**config.mk**
```make
export PLATFORM = sky130hd
export DESIGN_NAME = mlt_enc
export DESIGN_NICKNAME = d
export VERILOG_FILES = /design/src/rtl/mlt_pkg.sv /design/src/rtl/mlt_level_fsm.sv /design/src/rtl/mlt_enc.sv
export SDC_FILE = /design/constraint.sdc
export NUM_CORES = 1
export LEC_CHECK = 0
export CORE_MARGIN = 8
export CORE_UTILIZATION = 52
export CTS_BUF_LIST = sky130_fd_sc_hd__clkbuf_8
export DETAILED_ROUTE_END_ITERATION = 7
export PLACE_DENSITY_LB_ADDON = 0.25
export SLEW_MARGIN = 40
export SYNTH_ARGS = -nofsm -noshare
export SYNTH_HDL_FRONTEND = slang
export SYNTH_SLANG_ARGS = --single-unit
```
**constraint.sdc**
```tcl
create_clock -name clk -period 2 [get_ports clk]
set_clock_uncertainty 0.15 [all_clocks]
set_input_delay 0.4 -clock clk [delete_from_list [all_inputs] [get_ports clk]]
set_output_delay 0.4 -clock clk [all_outputs]
set_load 0.05 [all_outputs]
```
**src/rtl/mlt_pkg.sv**
```systemverilog
// Shared MLT-3 definitions for the line encoder (mlt_enc) and its matching decoder.
// Contents: symbol encoding, the four-state level phase, the encoder FSM states, and helpers
// that advance the phase and map a phase to its line symbol.
package mlt_pkg;

    typedef enum logic [1:0] {
        SYM_ZERO = 2'b00,
        SYM_POS  = 2'b01,
        SYM_NEG  = 2'b10,
        SYM_ERR  = 2'b11
    } mlt_sym_e;

    // P0Z and P0N both drive 0 and differ only in which level comes next.
    typedef enum logic [1:0] {
        P0Z = 2'd0,
        PP  = 2'd1,
        P0N = 2'd2,
        PN  = 2'd3
    } mlt_phase_e;

    typedef enum logic {
        StIdle,
        StShift
    } enc_state_e;

    function automatic mlt_phase_e next_phase(input mlt_phase_e p);
        mlt_phase_e n;
        n = P0Z;
        unique case (p)
            P0Z: n = PP;
            PP:  n = P0N;
            P0N: n = PN;
            PN:  n = P0Z;
            default: n = P0Z;
        endcase
        return n;
    endfunction

    function automatic mlt_sym_e phase_sym(input mlt_phase_e p);
        mlt_sym_e s;
        s = SYM_ZERO;
        unique case (p)
            P0Z: s = SYM_ZERO;
            PP:  s = SYM_POS;
            P0N: s = SYM_ZERO;
            PN:  s = SYM_NEG;
            default: s = SYM_ZERO;
        endcase
        return s;
    endfunction

endpackage

```
**src/rtl/mlt_level_fsm.sv**
```systemverilog
// MLT-3 level generator: holds the line phase and steps it on each 'adv'.
// The symbol is registered from the next phase so the line output has no
// combinational path from any input.
// Ports:
//   clk  in   clock, all state on posedge
//   rst  in   synchronous active-high reset (phase P0Z, symbol 00)
//   adv  in   advance the phase one step this cycle
//   sym  out  registered line symbol for the current phase
module mlt_level_fsm
    import mlt_pkg::*;
(
    input  logic     clk,
    input  logic     rst,
    input  logic     adv,
    output mlt_sym_e sym
);

    mlt_phase_e phase_q, phase_d;
    mlt_sym_e   sym_q;

    always_comb begin
        phase_d = phase_q;
        if (adv) begin
            phase_d = next_phase(phase_q);
        end
    end

    always_ff @(posedge clk) begin
        if (rst) begin
            phase_q <= P0Z;
            sym_q   <= SYM_ZERO;
        end else begin
            phase_q <= phase_d;
            sym_q   <= phase_sym(phase_d);
        end
    end

    assign sym = sym_q;

endmodule

```
**src/rtl/mlt_enc.sv**
```systemverilog
// MLT-3 line encoder: serializes DATA_W-bit words and encodes each bit onto a 2-bit symbol bus.
// A 1 bit steps the line level through 0,+,0,-; a 0 bit holds it. Words can be chained with no
// idle symbols: in_ready rises during the last-bit cycle of the word in flight.
// Optional feature macro: MLT_ENC_ERR_INJECT_EN adds force_err, which replaces the symbol of
// that cycle with 2'b11 without disturbing the bit stream.
// Ports:
//   clk        in   clock, all state on posedge
//   rst        in   synchronous active-high reset; drops any word in flight
//   force_err  in   (MLT_ENC_ERR_INJECT_EN only) emit 2'b11 for this cycle
//   in_data    in   word to transmit
//   in_valid   in   in_data valid
//   in_ready   out  word accepted this cycle when in_valid is also high
//   out        out  line symbol: 00 = 0, 01 = +1, 10 = -1, 11 = injected error
//   busy       out  word in flight
module mlt_enc
    import mlt_pkg::*;
#(
    parameter int unsigned DATA_W    = 8,
    parameter bit          MSB_FIRST = 1'b1
) (
    input  logic              clk,
    input  logic              rst,
`ifdef MLT_ENC_ERR_INJECT_EN
    input  logic              force_err,
`endif
    input  logic [DATA_W-1:0] in_data,
    input  logic              in_valid,
    output logic              in_ready,
    output logic [1:0]        out,
    output logic              busy
);

    localparam int unsigned CntW = $clog2(DATA_W);
    localparam logic [CntW-1:0] CntLast = CntW'(DATA_W - 1);

    enc_state_e        state_q, state_d;
    logic [DATA_W-1:0] shreg_q, shreg_d;
    logic [CntW-1:0]   cnt_q, cnt_d;
    logic              xfer;
    logic              cur_bit;
    logic              adv;
    mlt_sym_e          sym;

    // cnt is 0 whenever idle, so one compare covers both ready cases.
    assign in_ready = (state_q == StIdle) || (cnt_q == '0);
    assign xfer     = in_valid && in_ready;
    assign busy     = (state_q == StShift);
    assign cur_bit  = MSB_FIRST ? shreg_q[DATA_W-1] : shreg_q[0];

    always_comb begin
        state_d = state_q;
        shreg_d = shreg_q;
        cnt_d   = cnt_q;
        adv     = 1'b0;
        if (state_q == StShift) begin
            adv     = cur_bit;
            shreg_d = MSB_FIRST ? {shreg_q[DATA_W-2:0], 1'b0} : {1'b0, shreg_q[DATA_W-1:1]};
            cnt_d   = cnt_q - CntW'(1);
            if (cnt_q == '0) begin
                state_d = StIdle;
                cnt_d   = '0;
            end
        end
        // A transfer during the last bit reloads straight away for back-to-back words.
        if (xfer) begin
            shreg_d = in_data;
            cnt_d   = CntLast;
            state_d = StShift;
        end
    end

    always_ff @(posedge clk) begin
        if (rst) begin
            state_q <= StIdle;
            shreg_q <= '0;
            cnt_q   <= '0;
        end else begin
            state_q <= state_d;
            shreg_q <= shreg_d;
            cnt_q   <= cnt_d;
        end
    end

    mlt_level_fsm u_level (
        .clk (clk),
        .rst (rst),
        .adv (adv),
        .sym (sym)
    );

`ifdef MLT_ENC_ERR_INJECT_EN
    logic err_q;

    always_ff @(posedge clk) begin
        if (rst) begin
            err_q <= 1'b0;
        end else begin
            err_q <= force_err;
        end
    end

    // Error overlay sits after the level register, so phase keeps tracking the real data.
    assign out = err_q ? SYM_ERR : sym;
`else
    assign out = sym;
`endif

endmodule
```
==> flow_metrics.env, run 1 <==
export IMPL_status="finished, final reports clean"
export IMPL_drc_errors=0
export IMPL_drive_gt1_share_pct=13.5
export IMPL_drtPass1Iterations=4
export IMPL_synth_nets=103
export IMPL_cts_made_buffers=3
export IMPL_worst_r2r_path_depth=3
export IMPL_antenna_cells=0
export IMPL_die_area_um2=3070
export IMPL_worst_setup_path_start_kind="flop"
export IMPL_final_util_pct=68.7
export IMPL_r2r_setup_slack_ns=0.48
export IMPL_min_path_type="flop to flop"
export IMPL_antenna_found_initial=0
export IMPL_cp_startpoint="cnt_q[0]$_SDFFE_PP0P_"
export IMPL_place_gp_congestion=0.768
export IMPL_cts_reportedPaths_clkPinSlew_ns=0.05
export IMPL_synth_edf_count=0
export IMPL_synth_common_cells="dfxtp_1, a211oi_1, nor2b_1"
export IMPL_yosys_area_top_type="dfxtp_1"
export IMPL_finalInstanceArea_um2=1020
export IMPL_vias_per_cell=5.90
export IMPL_track_usage_pct=11.9
export IMPL_r2r_end="shreg_q[0]$_SDFFE_PP0P_"
export IMPL_synth_ff_type="dfxtp_1"
export IMPL_io_buffers=14
export IMPL_grt_pass1_vias=711
export IMPL_finalNonFillerCells=120
export IMPL_start_util_pct=54.3
export IMPL_post_route_period_util_pct=86.4
export IMPL_ctsResizeCount=0
export IMPL_grt_pass1_wl_um=3080
export IMPL_grt_max_degree=21
export IMPL_worstPathMaxFanout=7
export IMPL_power_leakage_nw=0.389
export IMPL_max_cap_viol_count=0
export IMPL_ys_types=24
export IMPL_ir_drop_v=0.000387
export IMPL_yosys_warnings=0
export IMPL_critPathRequiredTime_ns=1.45
export IMPL_nFillCells=134
export IMPL_min_delay_path_depth=2
export IMPL_overflow=0
export IMPL_drt_iter0_drc=14
export IMPL_io_pins=15
export IMPL_ant_nets=0
export IMPL_clock_latency_ns=0.24
export IMPL_fp_dieW_um=55.4
export IMPL_fp_dieH_um=55.4
export IMPL_min_period_ns=1.73
export IMPL_dp_final_hpwl_um=1310
export IMPL_rows=14
export IMPL_synth_area_leaders="dfxtp_1, a211oi_1, o21bai_1"
export IMPL_r2r_start="cnt_q[0]$_SDFFE_PP0P_"
export IMPL_area_growth_syn_to_layout_pct=26.5
export IMPL_final_nets=119
export IMPL_setup_viol=0
export IMPL_htree_levels=1
export IMPL_wl_um=1820
export IMPL_cts_sinks=16
export IMPL_hold_buffers=0
export IMPL_tritoncts="done"
export IMPL_crit_arrival_ns=1.18
export IMPL_placed_area_um2=981
export IMPL_end_kind="primary output"
export IMPL_holdPathEnd="u_level.phase_q[0]$_SDFF_PP0_"
export IMPL_worstMarginPinSlew_ns=0.302
export IMPL_max_slew_margin_rel_pct=79.7
export IMPL_dp_cells=117
export IMPL_synthCells=90
export IMPL_p_total_mw=0.776
export IMPL_ctsRootBufferMaster="clkbuf_8"
export IMPL_cts_setup_buffers=0
export IMPL_netlist_area_um2=808
export IMPL_synthArstFlopShare_pct=0
export IMPL_tns_ns=0
export IMPL_clk_path_buf_depth=2
export IMPL_seq_area_frac_synth_pct=39.6
export IMPL_avgSynthCellArea_um2=8.98
export IMPL_powerDensity_nw_per_um2=759
export IMPL_whs_ns=0.385
export IMPL_synth_most_common_cell="dfxtp_1"
export IMPL_layout_setup_ws_ns=0.271
export IMPL_core_area_um2=1490
export IMPL_rsz0062_at_grt="no"
export IMPL_max_freq_mhz=578
export IMPL_finalHoldViolations=0
export IMPL_place_ws_ns=0.0738
export IMPL_min_from="u_level.phase_q[0]$_SDFF_PP0_"
export IMPL_synth_top_area_share_pct=39.6
export IMPL_synth_seq_cells=16
export IMPL_worstSetupPathType="flop to primary output"
export IMPL_wl_per_cell_um=15.2
export IMPL_drv_slew=0
export IMPL_num_vias=708
## routing by layer
layer / global-route usage, % / wire length, um / vias up
met5: 0 / 0 / -
met4: 5.28 / 7 / 0
met3: 2.97 / 56 / 2
met2: 18.8 / 858 / 12
met1: 14.8 / 895 / 337
li1: - / - / 357
## flip-flops by register name, summed over array words and instances, names as in the netlist
| register | flops |
|---|---|
| busy | 1 |
| cnt_q | 3 |
| shreg_q | 8 |
| u_level.phase_q | 2 |
| u_level.sym | 2 |
## cells by family (layout without fill, tap and decap cells)
| group | after synthesis | after routing | share of synthesized area [%] |
|---|---|---|---|
| simple gates | 24 | 24 | 16.6 |
| xor+xnor | 1 | 1 | 1.08 |
| flops | 16 | 16 | 39.6 |
| compound gates | 33 | 33 | 29.3 |
| buf+inv | 12 | 26 | 7.89 |
| fa+ha+maj | 2 | 2 | 3.10 |
| mux | 2 | 2 | 2.48 |
## layout make-up
class / count / area (um^2) / share of cell area (%)
timing repair buffer: 19 / 193 / 18.8
inverter: 4 / 15.0 / 1.47
multi-input combinational: 62 / 433 / 42.4
clock buffer: 3 / 41.3 / 4.04
tap: 16 / 20.0 / 1.96
sequential: 16 / 320 / 31.3
## worst max-delay path: stages, from the launching register on
cell,delay [ns]
dfxtp_1,0.39
o31ai_4,0.37
buf_12,0.18
## report_power, final
| part | switching (mW) | total (mW) | internal (mW) | leakage (nW) |
|---|---|---|---|---|
| logic | 0.0829 | 0.171 | 0.0882 | 0.235 |
| clock network | 0.0988 | 0.232 | 0.133 | 0.0216 |
| registers | 0.0279 | 0.373 | 0.345 | 0.132 |
| total | 0.210 | 0.776 | 0.566 | 0.389 |
## placed cells by master (no fill, tap or decap), drive strengths merged
master,instances
a211oi,9
a21oi,3
a221oi,1
a311oi,2
and2,1
buf,9
clkbuf,3
clkdlybuf4s50,10
dfxtp,16
ha,2
inv,4
mux2i,2
nand2,1
nand2b,1
nor2,5
nor2b,8
nor3,7
o21ai,2
o21bai,7
o22a,1
o22ai,7
o31ai,1
or4b,1
xor2,1
## worst max-delay path by stage
stage	depth (start not counted)	to	slack [ns]
global route	2	in_ready	0.23
floorplan	2	in_ready	0.35
finish	2	in_ready	0.27
CTS	2	in_ready	0.26
detailed placement	4	shreg_q[0]$_SDFFE_PP0P_	0.07
global placement	4	shreg_q[0]$_SDFFE_PP0P_	0.1
Power figures use the tool's default switching activity.
==> inputs of run 2 (changes only) <==
- CORE_UTILIZATION: 52 -> 50
==> run 2 against run 1 <==
Effect of this change: critical endpoint unchanged; clock-buffer cell count increased by 1; critical path depth unchanged; sequential power increased by 1%; core utilization increased by 0.12 points; wire length decreased by 0.28%; non-clock buffer count unchanged; register-to-register slack about the same; sequential share of layout area decreased by 0.42 points.
==> flow_metrics.env, run 2 (same netlist as run 1, synthesis figures left out) <==
export IMPL_tritoncts="done"
export IMPL_min_delay_path_depth=2
export IMPL_drt_iter0_drc=10
export IMPL_clock_latency_ns=0.25
export IMPL_cpPeakStageDelay_ns=0.40
export IMPL_status="finished, final reports clean"
export IMPL_track_usage_pct=11.5
export IMPL_ctsRootBufferMaster="clkbuf_8"
export IMPL_finalHoldViolations=0
export IMPL_place_gp_congestion=0.744
export IMPL_overflow=0
export IMPL_vias_per_cell=6.11
export IMPL_drc_errors=0
export IMPL_dp_cells=117
export IMPL_wl_per_cell_um=15.0
export IMPL_setup_viol=0
export IMPL_htree_levels=1
export IMPL_cts_reportedPaths_clkPinSlew_ns=0.07
export IMPL_drtPass1Iterations=4
export IMPL_worstPathMaxFanout=7
export IMPL_worstSetupPathType="flop to primary output"
export IMPL_largest_reg_flops=8
export IMPL_hold_buffers=0
export IMPL_ant_nets=0
export IMPL_whs_ns=0.396
export IMPL_top_regs="shreg_q: 8 flops, cnt_q: 3 flops"
export IMPL_cts_sinks=16
export IMPL_grt_pass1_wl_um=3020
export IMPL_io_pins=15
export IMPL_final_cell_mix="dfxtp_1, clkdlybuf4s50_1, a211oi_1"
export IMPL_regMostFlops="shreg_q"
export IMPL_ir_drop_v=0.000636
export IMPL_grt_max_degree=21
export IMPL_clk_path_buf_depth=2
export IMPL_end_kind="primary output"
export IMPL_worstMarginPinSlew_ns=0.319
export IMPL_drv_slew=0
export IMPL_ctsResizeCount=0
export IMPL_post_route_period_util_pct=88.5
export IMPL_die_area_um2=3160
export IMPL_crit_chain="o31ai_4, buf_12"
export IMPL_grt_pass1_vias=692
export IMPL_min_period_ns=1.77
export IMPL_dp_final_hpwl_um=1310
export IMPL_num_vias=739
export IMPL_tns_ns=0
export IMPL_rsz0062_at_grt="no"
export IMPL_worst_setup_path_start_kind="flop"
export IMPL_critPathRequiredTime_ns=1.45
export IMPL_final_nets=119
export IMPL_crit_path_top_delay_cell="dfxtp_1"
export IMPL_fp_dieW_um=56.2
export IMPL_max_cap_viol_count=0
export IMPL_crit_arrival_ns=1.22
export IMPL_max_slew_margin_rel_pct=78.6
export IMPL_fp_dieH_um=56.2
export IMPL_core_area_um2=1510
export IMPL_min_path_type="flop to flop"
export IMPL_powerDensity_nw_per_um2=804
export IMPL_antenna_cells=0
export IMPL_finalNonFillerCells=121
export IMPL_cts_made_buffers=3
export IMPL_start_util_pct=53.7
export IMPL_drive_gt1_share_pct=14.3
export IMPL_nFillCells=132
export IMPL_io_buffers=14
export IMPL_area_growth_syn_to_layout_pct=28.2
export IMPL_worst_r2r_path_depth=3
export IMPL_wl_um=1810
export IMPL_power_leakage_nw=0.395
export IMPL_antenna_found_initial=0
export IMPL_cts_setup_buffers=0
export IMPL_rows=14
export IMPL_final_common_cell="dfxtp_1"
export IMPL_max_freq_mhz=565
## run 2: cell types whose count changed in the layout (fill, tap and decap cells not counted), sizes merged
cell	change
clkbuf	+1
## run 2: routing by layer
metal / global-route usage, % / up-vias / wire length, um / share of wire [%]
met5: 0 / - / 0 / 0
met4: 3.09 / 0 / 13 / 0.72
met3: 5.02 / 2 / 90 / 5.0
met2: 19.7 / 21 / 894 / 49
met1: 12.6 / 355 / 814 / 45
li1: - / 361 / - / -
## run 2: final timing paths
path                                         startpoint                       to  slack (ns)
worst max register to register    cnt_q[0]$_SDFFE_PP0P_  shreg_q[0]$_SDFFE_PP0P_        0.47
worst min register to register  shreg_q[3]$_SDFFE_PP0P_  shreg_q[4]$_SDFFE_PP0P_        0.40
worst max-delay path              cnt_q[0]$_SDFFE_PP0P_                 in_ready        0.23
worst min-delay path            shreg_q[3]$_SDFFE_PP0P_  shreg_q[4]$_SDFFE_PP0P_        0.40
## run 2: layout make-up
cell class                 instances  area, um^2  share of cell area, %
clock buffer                       4        55.1                   5.31
multi-input combinational         62         433                   41.8
inverter                           4        15.0                   1.45
timing repair buffer              19         193                   18.6
sequential                        16         320                   30.9
tap                               16        20.0                   1.93
## run 2: where the power goes
group	switching [mW]	leakage (nW)	total, mW	internal [mW]
Sequential	0.0320	0.132	0.377	0.345
Clock	0.116	0.0288	0.290	0.175
Combinational	0.0785	0.235	0.166	0.0873
## run 2: critical path: cells and delay by family (launching register included)
family / cells / cell delay, ns
flops: 1 / 0.40
compound gates: 1 / 0.38
buf+inv: 1 / 0.18
## run 2: metrics by stage
step / area (um^2) / util, % / worst slack [ns] / total power, mW
floorplan: 817 / - / 0.353 / 0.489
global placement: 981 / 65.1 / 0.110 / 0.542
detailed placement: 981 / 65.1 / 0.0815 / 0.548
CTS: 1040 / 68.8 / 0.231 / 0.832
global route: 1040 / 68.8 / 0.175 / 0.867
finish: 1040 / 68.8 / 0.230 / 0.833
==> inputs of run 3 (changes only) <==
- CORE_UTILIZATION: 50 -> 56
- clock period: 2 -> 2.15 ns (I/O delays scaled with it)
==> run 3 against run 2 <==
Effect of this change: core utilization up 8.9 points; combinational power shrank 9%; sequential power is 7.4% lower; sequential share of layout area is 0.38 points higher; largest cell class unchanged; clock-buffer cell count unchanged; wire length rose by 0.99%; clock power decreased by 9.0%; first-iteration DRC count up 80%; via count down 2.7%; critical path depth shrank 1; non-clock buffer count decreased by 1; power down 8.2%.
==> flow_metrics.env, run 3 (same netlist as run 1, synthesis figures left out) <==
export IMPL_status="finished, final reports clean"
export IMPL_drtPass1Iterations=4
export IMPL_min_period_ns=1.94
export IMPL_num_vias=719
export IMPL_crit_chain="clkdlybuf4s50_1"
export IMPL_ir_drop_v=0.000688
export IMPL_rows=13
export IMPL_clk_path_buf_depth=2
export IMPL_cpPeakStageDelay_ns=0.80
export IMPL_cp_startpoint="u_level.sym[1]$_SDFF_PP0_"
export IMPL_io_buffers=14
export IMPL_powerDensity_nw_per_um2=747
export IMPL_area_growth_syn_to_layout_pct=26.6
export IMPL_dp_final_hpwl_um=1360
export IMPL_crit_family="buffers and inverters"
export IMPL_power_leakage_nw=0.385
export IMPL_htree_levels=1
export IMPL_crit_arrival_ns=1.36
export IMPL_cts_setup_buffers=0
export IMPL_worstSetupPathType="flop to primary output"
export IMPL_worstPathMaxFanout=1
export IMPL_critPathRequiredTime_ns=1.57
export IMPL_core_area_um2=1320
export IMPL_grt_max_degree=21
export IMPL_hold_buffers=0
export IMPL_cts_made_buffers=3
export IMPL_clock_latency_ns=0.25
export IMPL_p_total_mw=0.764
export IMPL_finalHoldViolations=0
export IMPL_overflow=0
export IMPL_ant_nets=0
export IMPL_nFillCells=85
export IMPL_largest_reg_flops=8
export IMPL_max_slew_margin_rel_pct=66.1
export IMPL_tns_ns=0
export IMPL_min_path_type="flop to flop"
export IMPL_max_cap_viol_count=0
export IMPL_crit_path_top_delay_cell="clkdlybuf4s50_1"
export IMPL_worst_setup_path_start_kind="flop"
export IMPL_wl_um=1830
export IMPL_grt_pass1_wl_um=3020
export IMPL_final_nets=118
export IMPL_ctsRootBufferMaster="clkbuf_8"
export IMPL_drc_errors=0
export IMPL_start_util_pct=61.3
export IMPL_antenna_found_initial=0
export IMPL_die_area_um2=2910
export IMPL_place_gp_congestion=0.819
export IMPL_cts_reportedPaths_clkPinSlew_ns=0.07
export IMPL_antenna_cells=0
export IMPL_tritoncts="done"
export IMPL_end_kind="primary output"
export IMPL_drt_iter0_drc=18
export IMPL_cts_sinks=16
export IMPL_r2r_start="busy$_SDFF_PP0_"
export IMPL_fp_dieW_um=54.0
export IMPL_io_pins=15
export IMPL_setup_viol=0
export IMPL_max_freq_mhz=516
export IMPL_post_route_period_util_pct=90.1
export IMPL_min_from="shreg_q[0]$_SDFFE_PP0P_"
export IMPL_rsz0062_at_grt="no"
export IMPL_top_regs="shreg_q: 8 flops, cnt_q: 3 flops"
export IMPL_worstMarginPinSlew_ns=0.507
export IMPL_vias_per_cell=6.04
export IMPL_ctsResizeCount=0
export IMPL_placed_area_um2=968
export IMPL_final_cell_mix="dfxtp_1, clkdlybuf4s50_1, a211oi_1"
export IMPL_final_common_cell="dfxtp_1"
export IMPL_grt_pass1_vias=707
export IMPL_drv_slew=0
export IMPL_crit_buf_inv=1
export IMPL_finalInstanceArea_um2=1020
export IMPL_drive_gt1_share_pct=11.5
export IMPL_wl_per_cell_um=15.4
export IMPL_regMostFlops="shreg_q"
export IMPL_fp_dieH_um=54.0
export IMPL_track_usage_pct=13.6
run 3: final timing paths:
kind | endpoint | slack, ns | cells after the start
worst max-delay path | out[1] | 0.21 | 1
worst min-delay path | shreg_q[1]$_SDFFE_PP0P_ | 0.38 | 2
worst max register to register | u_level.sym[0]$_SDFF_PP0_ | 0.56 | 4
worst min register to register | shreg_q[1]$_SDFFE_PP0P_ | 0.38 | 2
run 3: final cells by class:
type | instances | area (um^2) | share of cell area, %
clock buffers | 4 | 55.1 | 5.38
inverters | 4 | 15.0 | 1.47
multi-input cells | 62 | 424 | 41.4
flip-flops and latches | 16 | 320 | 31.3
well taps | 15 | 18.8 | 1.83
repair buffers | 18 | 190 | 18.6
run 3: where the power goes:
group	total, mW	internal (mW)	switching (mW)
combinational	0.151	0.0794	0.0718
sequential	0.349	0.321	0.0285
clock	0.264	0.162	0.102
total	0.764	0.562	0.202
run 3: layer usage:
layer	GRT usage (%)	wire length, um	up-vias
met5	0	0	-
met4	3.69	12	0
met3	5.51	87	2
met2	24.3	949	19
met1	14.3	782	337
li1	-	-	361
run 3: stage by stage:
step | setup WS [ns] | cells | hold WS, ns | utilization (%)
after floorplan | 0.119 | 90 | 0.334 | -
after global placement | 0.230 | 115 | 0.377 | 73.5
after detailed placement | 0.219 | 115 | 0.370 | 73.5
after CTS | 0.206 | 119 | 0.393 | 77.7
after global routing | 0.160 | 119 | 0.417 | 77.7
final | 0.214 | 119 | 0.379 | 77.7
